$ cat config.mk
export PLATFORM = sky130hd
export DESIGN_NAME = rr_arbiter_8
export DESIGN_NICKNAME = d
export VERILOG_FILES = /design/src/rtl/rr_arbiter_8.sv
export SDC_FILE = /design/constraint.sdc
export NUM_CORES = 1
export LEC_CHECK = 0
export CORE_MARGIN = 2
export CORE_UTILIZATION = 25
export DETAILED_ROUTE_END_ITERATION = 8
export GPL_TIMING_DRIVEN = 0
export PLACE_DENSITY_LB_ADDON = 0.05
export SETUP_SLACK_MARGIN = 0.15
export SLEW_MARGIN = 20
export SYNTH_ARGS = -nofsm -noshare
export SYNTH_HDL_FRONTEND = slang
export SYNTH_SLANG_ARGS = --single-unit
$ cat constraint.sdc
create_clock -name clk -period 3 [get_ports clk]
set_input_delay 0.3 -clock clk [delete_from_list [all_inputs] [get_ports clk]]
set_output_delay 0.3 -clock clk [all_outputs]
set_load 0.01 [all_outputs]
$ cat src/rtl/rr_arbiter_8.sv
// Eight-requester round-robin arbiter with a bounded hold time per owner.
// Grant, encoded index, valid flag and hold counter are all registered.
module rr_arbiter_8 #(
    parameter int MAX_HOLD = 4,
    parameter int CNT_W    = 4
) (
    input  logic             clk,
    input  logic             rst,
    input  logic [7:0]       req,
    output logic [7:0]       grant,
    output logic [2:0]       grant_idx,
    output logic             grant_valid,
    output logic [CNT_W-1:0] hold_cnt
);

    typedef enum logic {
        ST_IDLE  = 1'b0,
        ST_GRANT = 1'b1
    } state_t;

    localparam logic [CNT_W-1:0] HOLD_LAST = CNT_W'(MAX_HOLD - 1);

    state_t           r_state;
    logic [2:0]       r_ptr;
    logic [7:0]       r_grant;
    logic [2:0]       r_grant_idx;
    logic             r_grant_valid;
    logic [CNT_W-1:0] r_hold;

    logic [7:0] w_others;
    logic       w_owner_req;
    logic [7:0] w_cand;
    logic [3:0] w_pick;
    logic       w_switch;

    // First set bit of v scanning p, p+1, ... with wrap; result is {found, index}.
    function automatic logic [3:0] pick(input logic [7:0] v, input logic [2:0] p);
        logic [3:0] res;
        logic [2:0] k;
        res = 4'b0000;
        for (int i = 7; i >= 0; i--) begin
            k = p + 3'(i);
            if (v[k]) begin
                res = {1'b1, k};
            end else begin
                res = res;
            end
        end
        return res;
    endfunction

    // Candidate selection: from IDLE any request competes, while granted only the others do.
    always_comb begin
        w_others    = req & ~r_grant;
        w_owner_req = |(req & r_grant);
        w_cand      = (r_state == ST_GRANT) ? w_others : req;
        w_pick      = pick(w_cand, r_ptr);
        w_switch    = (r_state != ST_GRANT) || !w_owner_req ||
                      ((r_hold == HOLD_LAST) && (|w_others));
    end

    // Arbitration state and all registered outputs.
    always_ff @(posedge clk) begin
        if (rst) begin
            r_state       <= ST_IDLE;
            r_ptr         <= 3'd0;
            r_grant       <= 8'h00;
            r_grant_idx   <= 3'd0;
            r_grant_valid <= 1'b0;
            r_hold        <= '0;
        end else if (w_switch && w_pick[3]) begin
            r_state       <= ST_GRANT;
            r_ptr         <= w_pick[2:0] + 3'd1;
            r_grant       <= 8'h01 << w_pick[2:0];
            r_grant_idx   <= w_pick[2:0];
            r_grant_valid <= 1'b1;
            r_hold        <= '0;
        end else if (w_switch) begin
            r_state       <= ST_IDLE;
            r_grant       <= 8'h00;
            r_grant_idx   <= 3'd0;
            r_grant_valid <= 1'b0;
            r_hold        <= '0;
        end else if (r_hold != HOLD_LAST) begin
            r_hold        <= r_hold + CNT_W'(1);
        end else begin
            r_hold        <= r_hold;
        end
    end

    assign grant       = r_grant;
    assign grant_idx   = r_grant_idx;
    assign grant_valid = r_grant_valid;
    assign hold_cnt    = r_hold;

endmodule

## Word level (Yosys, flattened, before mapping)

Cells that the tools add are included.

| operators by class | value |
|---|---|
| $add $sub $neg | 9 |
| multiply operators | 0 |
| divide/modulo/power cells | 0 |
| order comparisons | 8 |
| eq/ne operators | 2 |
| shifts and indexed selects | 1 |
| multiplexer cells | 31 |
| bitwise gates (word level) | 4 |
| reductions and logical operators | 9 |

Operators with widths:

| operator | count |
|---|---|
| 3-bit by 4-bit < comparator with 1-bit output, second input constant | 8 |
| 4-bit 2-to-1 mux | 8 |
| 1-bit binary-select mux with 3-bit select | 8 |
| 8-bit 2-to-1 mux | 3 |
| 8-bit AND | 2 |
| 8-bit OR reduction | 2 |
| 3-bit adder, second input constant | 4 |
| 1-bit 2-to-1 mux | 10 |
| 8-bit inverter | 1 |
| 1-bit by 3-bit << shifter with 8-bit output, first input constant | 1 |
| 3-bit by 1-bit adder with 3-bit output, second input constant | 2 |
| 3-bit by 2-bit adder with 3-bit output, second input constant | 2 |
| 3-bit 2-to-1 mux | 2 |
| 4-bit by 1-bit adder with 4-bit output, second input constant | 1 |
| 4-bit by 2-bit == test with 1-bit output, second input constant | 1 |
| 4-bit by 2-bit inequality test with 1-bit output, second input constant | 1 |
| 3-bit OR reduction | 1 |
| 1-bit logical AND | 2 |
| 1-bit logical OR | 2 |
| 2-bit nonzero test | 1 |
| 1-bit logical NOT | 1 |
| 1-bit inverter | 1 |

| storage, ports and cells | value |
|---|---|
| register bits after elaboration | 19 |
| bits in latches | 0 |
| memory bits (writable) | 0 |
| ROM bits | 0 |
| input port bits | 10 |
| output and inout bits | 16 |
| logic and storage cells | 69 |
| memories | 0 |

## Longest topological paths before layout

Gate-level depths: netlist of run 1.

| logic depth | value |
|---|---|
| depth in word-level cells | 15 |
| gate-level depth with buffers | 13 |
| depth with buffers taken out | 11 |

## Worst setup path before layout of run 1

No wires, ideal clock.

| timing path | value |
|---|---|
| kind | reg2reg |
| start point | register r_ptr[1] |
| end point | register r_ptr[2] |
| library setup time | 114 ps |
| arrival | 2,965 ps |
| required time | 2,886 ps |
| path slack | -79 ps |
| cell stages (with the launch flop) | 13 |
| buffers on the path | 2 |
| clock period less this slack | 3,079 ps |
| path through | dfxtp_1 > clkbuf_1 > inv_1 > ha_1 > clkbuf_1 > mux4_2 > nor3_1 > o21a_1 > o21ai_2 > nor3_1 > ha_1 > mux2i_1 > nor2_1 |

| on the way | value |
|---|---|
| cells in the longest elaborated chain, start to end | 12 |
| elaborated cells between the ends (all ways) | 33 |
| those cells by class | add/sub (8); mux (24); reduce/logical (1) |

RTL lines:

| what | line | text |
|---|---|---|
| start, declared | 24 | `logic [2:0] r_ptr;` |
| start signal, assigned | 73 | `r_ptr <= w_pick[2:0] + 3'd1;` |
| 3-bit adder | 42 | `k = p + 3'(i);` |
| 1-bit binary-select mux with 3-bit select | 43 | `if (v[k]) begin` |
| 1-bit 2-to-1 mux (not written as such) | 43 |  |
| 4-bit 2-to-1 mux (7 in series) | 43 |  |
| 4-bit 2-to-1 mux * | 43 |  |
| 3-bit by 1-bit adder with 3-bit output / 1-bit logical AND (equally long branches) | 73, 71 |  |

Every way passes the cells marked *; elsewhere a longest branch is shown, timed or not. The select of a mux whose other input is x is not followed.
A chain may end at the register's enable or synchronous reset.

## Final worst setup path of run 1

Ends and elaborated chain as after synthesis.

==> results.md, run 1 <==
Status:
- The flow ran to the end, and the final reports show no timing, DRC or antenna violations.

Pwr:
- Power spread over the standard cell area amounts to between 1000 and 1500 nW/µm².
- The worst-case vdd ir drop is 0.360 mV.
- The analysis attributes to cell leakage a power of 0.00114 µW.

Die:
- The die outline width is 94.0 µm.
- The die covers ~8800 µm².
- For this design the top-level I/O count stands at 26.
- The placement row count is 32.
- Measured along the y axis, the die boundary spans around 94 µm.
- The initial cell density of the core is between 20% and 30%.
- The region available for standard cell placement spans slightly below 8000 µm².

Logic synthesis:
- For this run, the register share of the synthesized area comes to a little under a fifth.
- Synthesis produced a netlist with a net count of 237.
- Synthesis handed over a netlist of around 220 instances.
- After synthesis, the share of flip-flops with an asynchronous set or reset is 0%.
- For this run, the number of Yosys warnings is 0.
- Yosys mapped the design onto 65 distinct sky130hd cell types.
- The mean instance size in the synthesized netlist is just over 9 µm².
- The flip-flop cell with the highest count after synthesis is sky130_fd_sc_hd__dfxtp_1.
- The post-synthesis instance area is approximately 2000 µm².
- The post-synthesis register bit count is 19.
- The number of enable flip-flop cells after synthesis is 0.

Placement:
- After legalization and detailed placement, the total HPWL measured 5200 µm.
- The count of buffers added on input and output ports is 25.
- The congestion estimate from routability-driven global placement came to 0.814.
- OpenSTA, run right after detailed placement, puts the worst setup slack at -633 ps.
- The instance area at placement is 2410 µm².

STA:
- Static timing analysis puts the maximum clock frequency at roughly 350 MHz.
- The final cycle utilization of the critical path is a little over nine tenths.
- Setup repair after global routing could not meet its margin everywhere.
- The final worst setup slack is 171 ps.
- The final number of max-transition violations was 0.
- The worst-case headroom to the max-slew limit is 47.8%.
- The slew at the pin with the worst max-slew slack is 776 ps.
- The post-route setup TNS is 0 ps.
- The final-report hold violation count was 0.
- The minimum period implied by the final worst setup slack is around 2800 ps.
- The worst setup skew after layout is between 9 and 10 ps.
- Setup violations remaining at the end of the flow were counted as 0.

Routing:
- The initial DRC count is 87.
- Using the TritonRoute via totals, the vias-per-cell ratio works out to 5.60.
- The detailed router placed approximately 2100 vias in this run.
- After detailed routing, the average wire length per cell comes to between 15 and 20 µm.
- The remaining routing DRC violations is 0.
- The count of nets left with antenna violations after detail routing is 0.
- Summed over all layers, the routed wires come to 7330 µm.
- The detailed-router iteration count before antenna repair is 4.

CTS:
- For the worst-skew pair, the clock arrives at the later sink with an insertion delay of 260 ps.
- CTS built an H-tree with a depth of 1.
- The TritonCTS clock tree is built.
- The clock transition at the registers of the reported paths is 80 ps.
- The clock drives 19 sinks.
- In this run the clock root is driven by a sky130_fd_sc_hd__clkbuf_8.
- The TritonCTS buffer count is 3.
- The clock passes through at most 2 buffers.
- In this run, post-CTS hold repair placed 0 buffers.

Hold path:
- The path with the worst hold slack has its endpoint at grant_idx[1].
- Along the worst hold path, the cell count comes to 1.
- The startpoint of the most critical hold path is grant_idx[1].
- The type of the tightest min-delay check is reg -> reg.

Critical path:
- STA classifies the critical path endpoint as a flip-flop.
- The reg-to-reg critical path startpoint is r_ptr[1].
- The critical path class is reg -> reg.
- The category of the worst setup path launch point is a flip-flop.
- The worst reg2reg path endpoint is r_ptr[2].
- The arrival time at the worst endpoint is 2970 ps.
- The path depth of the worst reg2reg path is 12.
- The setup check on the worst reg-to-reg path leaves a slack of 170 ps.
- The data required time at the worst endpoint is around 3100 ps.
- In this run the worst path has a maximum fanout of 8.

Finish:
- Once layout is complete, the utilization of the core stands at 39.6%.
- The commonest non-fill, non-tap cell in the layout is sky130_fd_sc_hd__buf_4.
- The area growth from synthesis to layout is 52.5%.
- The area of all placed cells without fillers is 3090 µm².
- The net total in the final layout is 296.
- The number of antenna cells inserted is 0.
- Leaving out fill and tap cells, the most frequent cells in the layout are sky130_fd_sc_hd__buf_4 (27), sky130_fd_sc_hd__clkdlybuf4s50_1 (24), sky130_fd_sc_hd__nand2_1 (14), sky130_fd_sc_hd__dfxtp_1 (14), sky130_fd_sc_hd__inv_1 (11).
- In the final layout, the share of cells above drive strength 1 is 41.8%.

Global routing:
- The number of global-route vias before repair is 2010.
- Global routing consumed, over all layers together, roughly 17% of the routing resources.
- The initial antenna violation count is 0.
- The largest net degree at the start of global routing is 12.
- Summed over all layers, the global routing overflow is 0.
- The first global-routing pass estimated between 10000 and 15000 µm of wire.
- The met3 demand-to-capacity share in global routing is 1.28%.
- The met2 routing resource usage after global routing is 29.8%.
- Global routing consumed, on the met1 layer, 22.2% of the routing resources.
- The busiest layer in global routing is met2.

Flow run:
- The number of maximum-capacitance violations is 0.
cell usage after synthesis, types with 4 or more instances:
library cell	number	area share, %
sky130_fd_sc_hd__a21boi_1	6	2.2
sky130_fd_sc_hd__a21oi_1	7	1.7
sky130_fd_sc_hd__a221oi_1	4	1.7
sky130_fd_sc_hd__a22oi_1	7	2.6
sky130_fd_sc_hd__buf_6	4	2.2
sky130_fd_sc_hd__clkbuf_1	6	1.1
sky130_fd_sc_hd__dfxtp_1	19	19
sky130_fd_sc_hd__ha_1	5	3.1
sky130_fd_sc_hd__inv_1	12	2.2
sky130_fd_sc_hd__mux2_2	5	2.8
sky130_fd_sc_hd__mux2i_1	10	4.9
sky130_fd_sc_hd__mux4_1	5	6.5
sky130_fd_sc_hd__mux4_2	5	5.6
sky130_fd_sc_hd__nand2_1	17	3.2
sky130_fd_sc_hd__nand2b_1	8	2.5
sky130_fd_sc_hd__nand3_1	6	1.5
sky130_fd_sc_hd__nor2_1	9	1.7
sky130_fd_sc_hd__o21ai_0	5	1.2
sky130_fd_sc_hd__o21ai_2	4	1.7
sky130_fd_sc_hd__xnor2_1	4	1.7
repair_timing:
action,4_1_cts,5_1_grt
pin swaps,7,11
gates resized for setup,46,39
setup buffers,10,19
endpoints found under the setup margin,14,10
report_power, final:
part           total, µW  leakage (µW)  internal [µW]  switching [µW]
Clock                177     0.0000255           92.2            85.2
Combinational       2850      0.000955           1390            1460
Sequential           410      0.000158            325            85.2
Total               3440       0.00114           1810            1630
cell type report:
cell class,count,area (µm²)
fill,815,4720
sequential,19,392
clock buffer,3,41.3
buffer,12,123
tap,102,128
timing repair buffer,54,487
clock inverter,1,5.00
multi-input combinational,177,1860
inverter,14,56.3
layer usage:
| metal | up-vias | part of all wire, % | wire [µm] |
|---|---|---|---|
| met5 | - | 0 | 0 |
| met4 | 0 | 0.75 | 55 |
| met3 | 4 | 2.6 | 193 |
| met2 | 53 | 52 | 3810 |
| met1 | 1085 | 45 | 3280 |
| li1 | 997 | - | - |
worst max-delay path by stage:
stage | start | to | slack (ps) | cells after the start
after global routing | r_ptr[1] | r_ptr[2] | 30 | 12
after floorplan | r_ptr[1] | r_ptr[2] | 170 | 12
final | r_ptr[1] | r_ptr[2] | 170 | 12
after detailed placement | req[4] | r_ptr[2] | -630 | 11
after CTS | r_ptr[0] | r_ptr[2] | 100 | 12
after global placement | req[4] | r_ptr[2] | -710 | 11
critical path: stages (launching register included):
cell and delay (ps):
sky130_fd_sc_hd__dfxtp_2 350, sky130_fd_sc_hd__buf_8 110, sky130_fd_sc_hd__clkinvlp_4 110, sky130_fd_sc_hd__ha_4 280, sky130_fd_sc_hd__buf_8 120, sky130_fd_sc_hd__mux4_2 600, sky130_fd_sc_hd__nor3_4 280, sky130_fd_sc_hd__o21a_1 180
sky130_fd_sc_hd__o21ai_2 60, sky130_fd_sc_hd__nor3_2 150, sky130_fd_sc_hd__ha_1 260, sky130_fd_sc_hd__mux2i_1 130, sky130_fd_sc_hd__nor2_1 50
logic make-up after synthesis:
logic type	Yosys count	share of synthesized area, %
flops	19	18.8
compound gates	81	33.2
buf+inv	26	6.42
fa+ha+maj	5	3.09
mux	26	20.9
xor+xnor	5	2.16
simple gates	60	15.5
registers in the layout (all words and copies together), names as in the netlist:
name / cells
grant: 8
hold_cnt: 4
grant_idx: 3
r_ptr: 3
grant_valid: 1
stage by stage:
stage / instances / total power, µW / hold slack [ps]
after global routing: 382 / 3660 / 496
final: 382 / 3440 / 455
after floorplan: 222 / 1820 / 372
after global placement: 349 / 2360 / 444
after detailed placement: 349 / 2330 / 445
after CTS: 363 / 2980 / 460
No activity file was read; power rests on OpenSTA's default activity.
==> inputs of run 2 (changes only) <==
--- a/config.mk
+++ b/config.mk
@@ -11,6 +11,7 @@
 export GPL_TIMING_DRIVEN = 0
 export PLACE_DENSITY_LB_ADDON = 0.05
 export SETUP_SLACK_MARGIN = 0.15
+export SKIP_LAST_GASP = 1
 export SLEW_MARGIN = 20
 export SYNTH_ARGS = -nofsm -noshare
 export SYNTH_HDL_FRONTEND = slang
==> results of run 2 <==
Final layout, timing and power as in run 1 (identical DEF).
